**config.mk**
```make
export PLATFORM = sky130hd
export DESIGN_NAME = id_ex_stage_flat
export DESIGN_NICKNAME = d
export VERILOG_FILES = /design/src/rtl/id_ex_stage_if.sv /design/src/rtl/id_ex_stage.sv /design/src/flat_wrapper.sv
export SDC_FILE = /design/constraint.sdc
export NUM_CORES = 1
export LEC_CHECK = 0
export ABC_AREA = 1
export CAP_MARGIN = 10
export CORE_MARGIN = 2
export CORE_UTILIZATION = 25
export CTS_BUF_LIST = sky130_fd_sc_hd__clkbuf_8
export CTS_CLUSTER_SIZE = 16
export DETAILED_ROUTE_END_ITERATION = 12
export GPL_TIMING_DRIVEN = 0
export PLACE_DENSITY_LB_ADDON = 0.2
export SLEW_MARGIN = 20
export SYNTH_ARGS = -nofsm -noshare
export SYNTH_HDL_FRONTEND = slang
export SYNTH_SLANG_ARGS = --single-unit
```
**constraint.sdc**
```tcl
create_clock -name clk -period 1.4 [get_ports clk]
set_input_delay 0.21 -clock clk [delete_from_list [all_inputs] [get_ports clk]]
set_output_delay 0.21 -clock clk [all_outputs]
set_load 0.03 [all_outputs]
```
**src/rtl/id_ex_stage_if.sv**
```systemverilog
// Signal bundle between decode and the ID/EX register: ID fields, register-file
// read port, EX/MEM bypass, pipeline control and the registered EX-side outputs.
interface id_ex_stage_if #(
    parameter int DW = 32,
    parameter int RW = 5
);
    logic          id_valid;
    logic [RW-1:0] id_rs;
    logic [RW-1:0] id_rt;
    logic          id_use_rs;
    logic          id_use_rt;
    logic [RW-1:0] id_rd;
    logic [DW-1:0] id_imm;
    logic [DW-1:0] id_pc;
    logic [7:0]    id_ctrl;

    logic [RW-1:0] rf_addr1;
    logic [RW-1:0] rf_addr2;
    logic [DW-1:0] rf_data1;
    logic [DW-1:0] rf_data2;

    logic          exmem_regwrite;
    logic [RW-1:0] exmem_rd;
    logic [DW-1:0] exmem_result;

    logic          flush;
    logic          ex_stall;
    logic          stall_req;

    logic          ex_valid;
    logic [RW-1:0] ex_rs;
    logic [RW-1:0] ex_rt;
    logic [RW-1:0] ex_rd;
    logic [DW-1:0] ex_op1;
    logic [DW-1:0] ex_op2;
    logic [DW-1:0] ex_imm;
    logic [DW-1:0] ex_pc;
    logic [7:0]    ex_ctrl;
    logic [15:0]   perf_stall_cnt;

    modport master (
        output id_valid, id_rs, id_rt, id_use_rs, id_use_rt, id_rd, id_imm, id_pc, id_ctrl,
        output rf_data1, rf_data2, exmem_regwrite, exmem_rd, exmem_result, flush, ex_stall,
        input  rf_addr1, rf_addr2, stall_req,
        input  ex_valid, ex_rs, ex_rt, ex_rd, ex_op1, ex_op2, ex_imm, ex_pc, ex_ctrl,
        input  perf_stall_cnt
    );

    modport slave (
        input  id_valid, id_rs, id_rt, id_use_rs, id_use_rt, id_rd, id_imm, id_pc, id_ctrl,
        input  rf_data1, rf_data2, exmem_regwrite, exmem_rd, exmem_result, flush, ex_stall,
        output rf_addr1, rf_addr2, stall_req,
        output ex_valid, ex_rs, ex_rt, ex_rd, ex_op1, ex_op2, ex_imm, ex_pc, ex_ctrl,
        output perf_stall_cnt
    );
endinterface

```
**src/rtl/id_ex_stage.sv**
```systemverilog
// ID/EX pipeline stage: operand fetch with EX/MEM forwarding, load-use bubble insertion.
// Define IDEX_PERF_CNT_EN to build the saturating load-use stall counter.
module id_ex_stage #(
    parameter int DW = 32,
    parameter int RW = 5
) (
    input  logic          clk,
    input  logic          reset,
    id_ex_stage_if.slave  bus
);

    logic          exValid_q, exValid_d;
    logic [RW-1:0] exRs_q, exRs_d;
    logic [RW-1:0] exRt_q, exRt_d;
    logic [RW-1:0] exRd_q, exRd_d;
    logic [DW-1:0] exOp1_q, exOp1_d;
    logic [DW-1:0] exOp2_q, exOp2_d;
    logic [DW-1:0] exImm_q, exImm_d;
    logic [DW-1:0] exPc_q, exPc_d;
    logic [7:0]    exCtrl_q, exCtrl_d;

    logic          fwd1;
    logic          fwd2;
    logic [DW-1:0] op1;
    logic [DW-1:0] op2;
    logic          loadUse;

    assign bus.rf_addr1 = bus.id_rs;
    assign bus.rf_addr2 = bus.id_rt;

    // Only EX/MEM needs bypassing here; MEM/WB arrives through register-file write-through.
    always_comb begin
        fwd1 = bus.exmem_regwrite && (bus.exmem_rd != '0) && (bus.exmem_rd == bus.id_rs);
        fwd2 = bus.exmem_regwrite && (bus.exmem_rd != '0) && (bus.exmem_rd == bus.id_rt);
        op1  = fwd1 ? bus.exmem_result : bus.rf_data1;
        op2  = fwd2 ? bus.exmem_result : bus.rf_data2;
    end

    // exCtrl_q[6] is memread: a load in EX whose target a valid ID instruction reads.
    always_comb begin
        loadUse = exValid_q && exCtrl_q[6] && (exRd_q != '0) && bus.id_valid &&
                  ((bus.id_use_rs && (exRd_q == bus.id_rs)) ||
                   (bus.id_use_rt && (exRd_q == bus.id_rt)));
    end

    assign bus.stall_req = loadUse || bus.ex_stall;

    always_comb begin
        exValid_d = exValid_q;
        exRs_d    = exRs_q;
        exRt_d    = exRt_q;
        exRd_d    = exRd_q;
        exOp1_d   = exOp1_q;
        exOp2_d   = exOp2_q;
        exImm_d   = exImm_q;
        exPc_d    = exPc_q;
        exCtrl_d  = exCtrl_q;
        if (bus.ex_stall) begin
            exValid_d = exValid_q;
        end else if (bus.flush || loadUse) begin
            // Bubble: data fields are don't-care, so they simply hold.
            exValid_d = 1'b0;
            exCtrl_d  = '0;
        end else begin
            exValid_d = bus.id_valid;
            exRs_d    = bus.id_rs;
            exRt_d    = bus.id_rt;
            exRd_d    = bus.id_rd;
            exOp1_d   = op1;
            exOp2_d   = op2;
            exImm_d   = bus.id_imm;
            exPc_d    = bus.id_pc;
            exCtrl_d  = bus.id_valid ? bus.id_ctrl : 8'h00;
        end
    end

    always_ff @(posedge clk or negedge reset) begin
        if (!reset) begin
            exValid_q <= 1'b0;
            exRs_q    <= '0;
            exRt_q    <= '0;
            exRd_q    <= '0;
            exOp1_q   <= '0;
            exOp2_q   <= '0;
            exImm_q   <= '0;
            exPc_q    <= '0;
            exCtrl_q  <= '0;
        end else begin
            exValid_q <= exValid_d;
            exRs_q    <= exRs_d;
            exRt_q    <= exRt_d;
            exRd_q    <= exRd_d;
            exOp1_q   <= exOp1_d;
            exOp2_q   <= exOp2_d;
            exImm_q   <= exImm_d;
            exPc_q    <= exPc_d;
            exCtrl_q  <= exCtrl_d;
        end
    end

    assign bus.ex_valid = exValid_q;
    assign bus.ex_rs    = exRs_q;
    assign bus.ex_rt    = exRt_q;
    assign bus.ex_rd    = exRd_q;
    assign bus.ex_op1   = exOp1_q;
    assign bus.ex_op2   = exOp2_q;
    assign bus.ex_imm   = exImm_q;
    assign bus.ex_pc    = exPc_q;
    assign bus.ex_ctrl  = exCtrl_q;

`ifdef IDEX_PERF_CNT_EN
    logic [15:0] stallCnt_q, stallCnt_d;

    // Counts only bubbles actually inserted by a load-use hazard; sticks at all-ones.
    always_comb begin
        stallCnt_d = stallCnt_q;
        if (loadUse && !bus.ex_stall && !bus.flush && (stallCnt_q != 16'hFFFF))
            stallCnt_d = stallCnt_q + 16'd1;
    end

    always_ff @(posedge clk or negedge reset) begin
        if (!reset)
            stallCnt_q <= '0;
        else
            stallCnt_q <= stallCnt_d;
    end

    assign bus.perf_stall_cnt = stallCnt_q;
`else
    assign bus.perf_stall_cnt = '0;
`endif

endmodule

```
**src/flat_wrapper.sv**
```systemverilog
// flat-port wrapper written by rule: the top's interface ports become plain ports
module id_ex_stage_flat 
#(
    parameter int DW = 32,
    parameter int RW = 5
)
  (clk, reset, bus_id_valid, bus_id_rs, bus_id_rt, bus_id_use_rs, bus_id_use_rt, bus_id_rd, bus_id_imm, bus_id_pc, bus_id_ctrl, bus_rf_data1, bus_rf_data2, bus_exmem_regwrite, bus_exmem_rd, bus_exmem_result, bus_flush, bus_ex_stall, bus_rf_addr1, bus_rf_addr2, bus_stall_req, bus_ex_valid, bus_ex_rs, bus_ex_rt, bus_ex_rd, bus_ex_op1, bus_ex_op2, bus_ex_imm, bus_ex_pc, bus_ex_ctrl, bus_perf_stall_cnt);
  id_ex_stage_if #(.DW(DW), .RW(RW)) bus_i ();
  input  logic clk;
  input  logic reset;
  input wire logic [$bits(bus_i.id_valid)-1:0] bus_id_valid;
  input wire logic [$bits(bus_i.id_rs)-1:0] bus_id_rs;
  input wire logic [$bits(bus_i.id_rt)-1:0] bus_id_rt;
  input wire logic [$bits(bus_i.id_use_rs)-1:0] bus_id_use_rs;
  input wire logic [$bits(bus_i.id_use_rt)-1:0] bus_id_use_rt;
  input wire logic [$bits(bus_i.id_rd)-1:0] bus_id_rd;
  input wire logic [$bits(bus_i.id_imm)-1:0] bus_id_imm;
  input wire logic [$bits(bus_i.id_pc)-1:0] bus_id_pc;
  input wire logic [$bits(bus_i.id_ctrl)-1:0] bus_id_ctrl;
  input wire logic [$bits(bus_i.rf_data1)-1:0] bus_rf_data1;
  input wire logic [$bits(bus_i.rf_data2)-1:0] bus_rf_data2;
  input wire logic [$bits(bus_i.exmem_regwrite)-1:0] bus_exmem_regwrite;
  input wire logic [$bits(bus_i.exmem_rd)-1:0] bus_exmem_rd;
  input wire logic [$bits(bus_i.exmem_result)-1:0] bus_exmem_result;
  input wire logic [$bits(bus_i.flush)-1:0] bus_flush;
  input wire logic [$bits(bus_i.ex_stall)-1:0] bus_ex_stall;
  output wire logic [$bits(bus_i.rf_addr1)-1:0] bus_rf_addr1;
  output wire logic [$bits(bus_i.rf_addr2)-1:0] bus_rf_addr2;
  output wire logic [$bits(bus_i.stall_req)-1:0] bus_stall_req;
  output wire logic [$bits(bus_i.ex_valid)-1:0] bus_ex_valid;
  output wire logic [$bits(bus_i.ex_rs)-1:0] bus_ex_rs;
  output wire logic [$bits(bus_i.ex_rt)-1:0] bus_ex_rt;
  output wire logic [$bits(bus_i.ex_rd)-1:0] bus_ex_rd;
  output wire logic [$bits(bus_i.ex_op1)-1:0] bus_ex_op1;
  output wire logic [$bits(bus_i.ex_op2)-1:0] bus_ex_op2;
  output wire logic [$bits(bus_i.ex_imm)-1:0] bus_ex_imm;
  output wire logic [$bits(bus_i.ex_pc)-1:0] bus_ex_pc;
  output wire logic [$bits(bus_i.ex_ctrl)-1:0] bus_ex_ctrl;
  output wire logic [$bits(bus_i.perf_stall_cnt)-1:0] bus_perf_stall_cnt;
  assign bus_i.id_valid = bus_id_valid;
  assign bus_i.id_rs = bus_id_rs;
  assign bus_i.id_rt = bus_id_rt;
  assign bus_i.id_use_rs = bus_id_use_rs;
  assign bus_i.id_use_rt = bus_id_use_rt;
  assign bus_i.id_rd = bus_id_rd;
  assign bus_i.id_imm = bus_id_imm;
  assign bus_i.id_pc = bus_id_pc;
  assign bus_i.id_ctrl = bus_id_ctrl;
  assign bus_i.rf_data1 = bus_rf_data1;
  assign bus_i.rf_data2 = bus_rf_data2;
  assign bus_i.exmem_regwrite = bus_exmem_regwrite;
  assign bus_i.exmem_rd = bus_exmem_rd;
  assign bus_i.exmem_result = bus_exmem_result;
  assign bus_i.flush = bus_flush;
  assign bus_i.ex_stall = bus_ex_stall;
  assign bus_rf_addr1 = bus_i.rf_addr1;
  assign bus_rf_addr2 = bus_i.rf_addr2;
  assign bus_stall_req = bus_i.stall_req;
  assign bus_ex_valid = bus_i.ex_valid;
  assign bus_ex_rs = bus_i.ex_rs;
  assign bus_ex_rt = bus_i.ex_rt;
  assign bus_ex_rd = bus_i.ex_rd;
  assign bus_ex_op1 = bus_i.ex_op1;
  assign bus_ex_op2 = bus_i.ex_op2;
  assign bus_ex_imm = bus_i.ex_imm;
  assign bus_ex_pc = bus_i.ex_pc;
  assign bus_ex_ctrl = bus_i.ex_ctrl;
  assign bus_perf_stall_cnt = bus_i.perf_stall_cnt;
  id_ex_stage #(.DW(DW), .RW(RW)) u_core (.clk(clk), .reset(reset), .bus(bus_i));
endmodule
```
* Word level (Yosys, flattened, before mapping)
Index checks and enable logic that the tools add are counted.
Word-level totals: flip-flop bits (word level) 152, bits of input ports 196, output and inout bits 179, logic and storage cells 35
Cells by class: equality and inequality tests 4, multiplexer cells 5, bitwise operators 2, reductions and logical operators 15
Operators by type and width (count):
- $mux W32 | 2
- $eq A5 B5 Y1 | 4
- $mux W8 | 2
- $reduce_bool A5 Y1 | 2
- $logic_and A1 B1 Y1 | 9
- $logic_or A1 B1 Y1 | 3
- $not A1 Y1 | 2
- $reduce_and A2 Y1 | 1
- $mux W1 | 1

* Depth between registers and ports, before layout
depth after elaboration 7, depth in mapped cells 12

* Least setup slack after synthesis
OpenSTA, ideal clock, no wires.
path kind reg2out, from register u_core.exRd_q[0], in the netlist u_core.bus.ex_rd[0], to output bus_stall_req, arrival 1.577 ns, path slack -0.387 ns, cell stages (with the launch flop) 9, path through dfrtp_1 inv_1 nor2_1 nor2_1 nand3_1 nand2_1 nand2_2 clkbuf_1 nand2_1
Between the ends: cells in the longest elaborated chain, start to end 5
Ends and longest elaborated chain:
- from (decl) | RTL line id_ex_stage.sv:15 | logic [RW-1:0] exRd_q, exRd_d;
- from (signal assigned) | RTL line id_ex_stage.sv:92 | exRd_q <= exRd_d;
- $eq A5 B5 Y1, or another cell as far along | RTL line id_ex_stage.sv:42 | ((bus.id_use_rs && (exRd_q == bus.id_rs)) ||
- $logic_and A1 B1 Y1 (on tied branches) | RTL line id_ex_stage.sv:42, id_ex_stage.sv:43, id_ex_stage.sv:41
- $logic_or A1 B1 Y1 or $logic_and A1 B1 Y1 (tied branches) | RTL line id_ex_stage.sv:42, id_ex_stage.sv:41
- $logic_and A1 B1 Y1 (*) | RTL line id_ex_stage.sv:41 | loadUse = exValid_q && exCtrl_q[6] && (exRd_q != '0) && bus.id_valid &&
- $logic_or A1 B1 Y1 (*) | RTL line id_ex_stage.sv:46 | assign bus.stall_req = loadUse || bus.ex_stall;
- to (decl) | RTL line flat_wrapper.sv:29 | output wire logic [$bits(bus_i.stall_req)-1:0] bus_stall_req;
Every way passes the cells marked *; elsewhere a longest branch is shown, timed or not.

* Worst setup path after layout
Same ends and word-level chain as after synthesis.

==> flow_metrics.py <==
metrics = {
    "run_status": {
        "status": "complete, but fails checks",
        "violations": "setup timing",
    },
    "synth": {
        "yosys_warnings": 0,
        "ys_types": 21,
        "seq_area_frac_synth_pct": 51.61,
        "ys_top_cells_by_area": "dfrtp_1, nand2_1, nand3_1, buf_4, buf_6",
        "ys_seq_elements": 152,
        "synth_top_area_share_pct": 51.61,
        "avgSynthCellArea_um2": 7.528,
        "synthesis.instances": 979,
        "syn_area_mm2": 0.007370,
        "synth_largest_area_cell": "dfrtp_1",
    },
    "finish": {
        "mostFrequentLayoutCell": "nand2_1",
        "multi_input_area_mm2": 0.003174,
        "area_growth_pct": 68.59,
        "final_util_pct": 43.05,
        "final_cell_mix": "nand2_1, clkdlybuf4s50_1, nand3_1, dfrtp_1, clkbuf_2",
        "nFillCells": 2957,
        "register_area_mm2": 0.003810,
        "drive_gt1_share_pct": 18.49,
        "final_nets": 1600,
    },
    "global_routing": {
        "grt_max_degree": 78,
        "grt_pass1_wl_um": 44520,
        "antenna_found_initial": 2,
        "grt_usage_pct": 18.62,
        "first_global_vias": 7712,
        "gr-total-overflow": 0,
    },
    "critical_path": {
        "end_kind": "output pin",
        "crit_required_ps": 1190,
        "rr_startpoint": "u_core.bus.ex_rd[0]",
        "slowest_delay_ps": 430,
        "path_class": "register to output pin",
        "cp-start-kind": "register",
        "crit_chain": "inv_2, nand4_1, o21bai_1, inv_2, nand2_4, buf_8, nand2_4, buf_6",
        "crit_slowest_cell": "dfrtp_2",
        "r2r_cells": 12,
        "arrival_ps": 1730,
        "r2r_end": "u_core.bus.ex_pc[5]",
        "cp_num_buf_inv": 4,
        "r2r_setup_slack_ps": -500,
        "cp_max_fo": 4,
        "critPathTopFamily": "flip-flops",
    },
    "timing": {
        "hold_ws_ps": 107.4,
        "setup_ws_ps": -541.4,
        "tightest_slew_ps": 604.6,
        "finalClockSkew_ps": 14.62,
        "rsz0062_at_grt": "yes",
        "drv_slew": 0,
        "min_period_ps": 1941,
        "maxSlewHeadroom_pct": 59.69,
        "finalSetupViolCount": 153,
        "hold_viol": 0,
        "fmax_mhz": 515.1,
        "period_share_pct": 138.7,
    },
    "floorplan": {
        "fp.dieH_um": 175.7,
        "row_count": 62,
        "die_w_um": 175.7,
        "dieArea_mm2": 0.03087,
        "io_pins": 375,
        "core_area_mm2": 0.02886,
        "start_util_pct": 25.54,
    },
    "detailed_routing": {
        "viasPerCell": 4.315,
        "vias": 7775,
        "drt_iter0_drc": 420,
        "totalWireLength_um": 29820,
        "post_drt_wl_per_cell_um": 16.55,
        "firstDrtPassIters": 4,
        "drc": 0,
        "antenna_left": 0,
    },
    "place": {
        "portBuffers": 357,
        "hpwl_um": 21540,
        "gp_congestion": 0.8366,
    },
    "clocking": {
        "cts.clk_slew.worst_paths_ps": 100,
        "clock-sinks": 152,
        "clock_latency_ps": 450,
        "numCtsBuffers": 17,
        "tritoncts": "built",
        "cts_buffer_depth": 2,
        "root_buffer": "clkbuf_8",
        "htree_levels": 4,
    },
    "hold_path": {
        "hold_path_end": "u_core.bus.ex_valid",
        "holdPathStages": 3,
        "hold_start": "bus_id_valid",
        "holdCritPathClass": "input pin to register",
    },
    "run": {
        "maxCapViolCount": 0,
    },
    "pwr": {
        "p_total_uw": 13110,
        "leakagePower_uw": 0.007209,
        "vdd.ir_drop.worst_mv": 0.5704,
        "power_density_mw_per_mm2": 1055,
    },
}
tightest hold or removal path, cell delays in order:
cell and delay (ps):
buf_2 190, nand2_1 90, nand2_1 40
report_power, final:
| part | switching, uW | total, uW | internal [uW] |
|---|---|---|---|
| logic | 2530 | 4220 | 1690 |
| clock network | 2080 | 3630 | 1550 |
| registers | 319 | 5250 | 4930 |
| total | 4930 | 13100 | 8180 |
Yosys cell counts, drive strengths merged:
| cell | count |
|---|---|
| a21oi | 1 |
| buf | 55 |
| clkbuf | 30 |
| conb | 1 |
| dfrtp | 152 |
| inv | 20 |
| nand2 | 532 |
| nand3 | 150 |
| nand3b | 1 |
| nand4 | 1 |
| nor2 | 17 |
| o21ai | 8 |
| o21bai | 1 |
| xnor2 | 6 |
| xor2 | 4 |
cell families after synthesis:
family,share of synthesized area (%)
flip-flops,51.61
AND/OR/NAND/NOR,38.44
AO/OA/AOI/OAI,0.7131
other,0.05088
buffers and inverters,7.997
XOR/XNOR,1.188
through the flow:
| step | instances | setup WS (ps) | instance area, um^2 | TNS [ps] |
|---|---|---|---|---|
| after global placement | 1735 | -7352 | 11520 | -1200210 |
| after global routing | 1802 | -673.2 | 12420 | -87820 |
| after detailed placement | 1736 | -1484 | 11550 | -181610 |
| after CTS | 1776 | -615.4 | 12060 | -130910 |
| final | 1802 | -541.4 | 12420 | -70810 |
| after floorplan | 994 | -131.4 | 7463 | -14280 |
sequential cells by signal, indices dropped and copies added, names as in the netlist:
name                 cells
u_core.bus.ex_pc        32
u_core.bus.ex_op1       32
u_core.bus.ex_op2       32
u_core.bus.ex_imm       32
u_core.bus.ex_rd         5
u_core.bus.ex_rt         5
u_core.bus.ex_rs         5
u_core.bus.ex_ctrl       8
u_core.bus.ex_valid      1
what timing repair did:
| item | 4_1_cts | 5_1_grt |
|---|---|---|
| pin swaps | 3 | 13 |
| hold endpoints to repair | 75 | 0 |
| cloned | 0 | 8 |
| hold buffers | 1 | 0 |
| setup endpoints to repair | 315 | 303 |
| buffers inserted | 7 | 17 |
| resized for setup | 76 | 332 |
layout make-up:
| type | count | area share, % |
|---|---|---|
| Timing Repair Buffer | 390 | 30.70 |
| Sequential cell | 152 | 30.66 |
| Multi-Input combinational cell | 738 | 25.55 |
| Buffer | 85 | 5.327 |
| Tap cell | 384 | 3.867 |
| Clock buffer | 18 | 1.994 |
| Clock inverter | 14 | 1.269 |
| Inverter | 20 | 0.6042 |
| Antenna cell | 1 | 0.02014 |
how the worst max path moves through the flow:
stage,slack [ps],cells after the start,endpoint,from
2_1_floorplan,-130,12,u_core.bus.ex_imm[0],u_core.bus.ex_rd[1]
3_3_place_gp,-7350,1,u_core.bus.ex_rd[3],reset
3_5_place_dp,-1480,9,u_core.bus.ex_op2[20],bus_id_rt[4]
4_1_cts,-620,8,bus_stall_req,u_core.bus.ex_rd[0]
5_1_grt,-670,10,bus_stall_req,u_core.bus.ex_rd[0]
6_report,-540,8,bus_stall_req,u_core.bus.ex_rd[0]
metal layers:
metal | vias to the layer above | part of all wire [%] | global-route usage (%)
met4 | 2 | 1.4 | 5.062
met1 | 3560 | 42 | 23.03
met2 | 319 | 47 | 30.94
met3 | 23 | 8.9 | 6.385
li1 | 3871 | - | -
met5 | - | 0.054 | 0
Note: power is estimated with default switching activity, not from simulation.
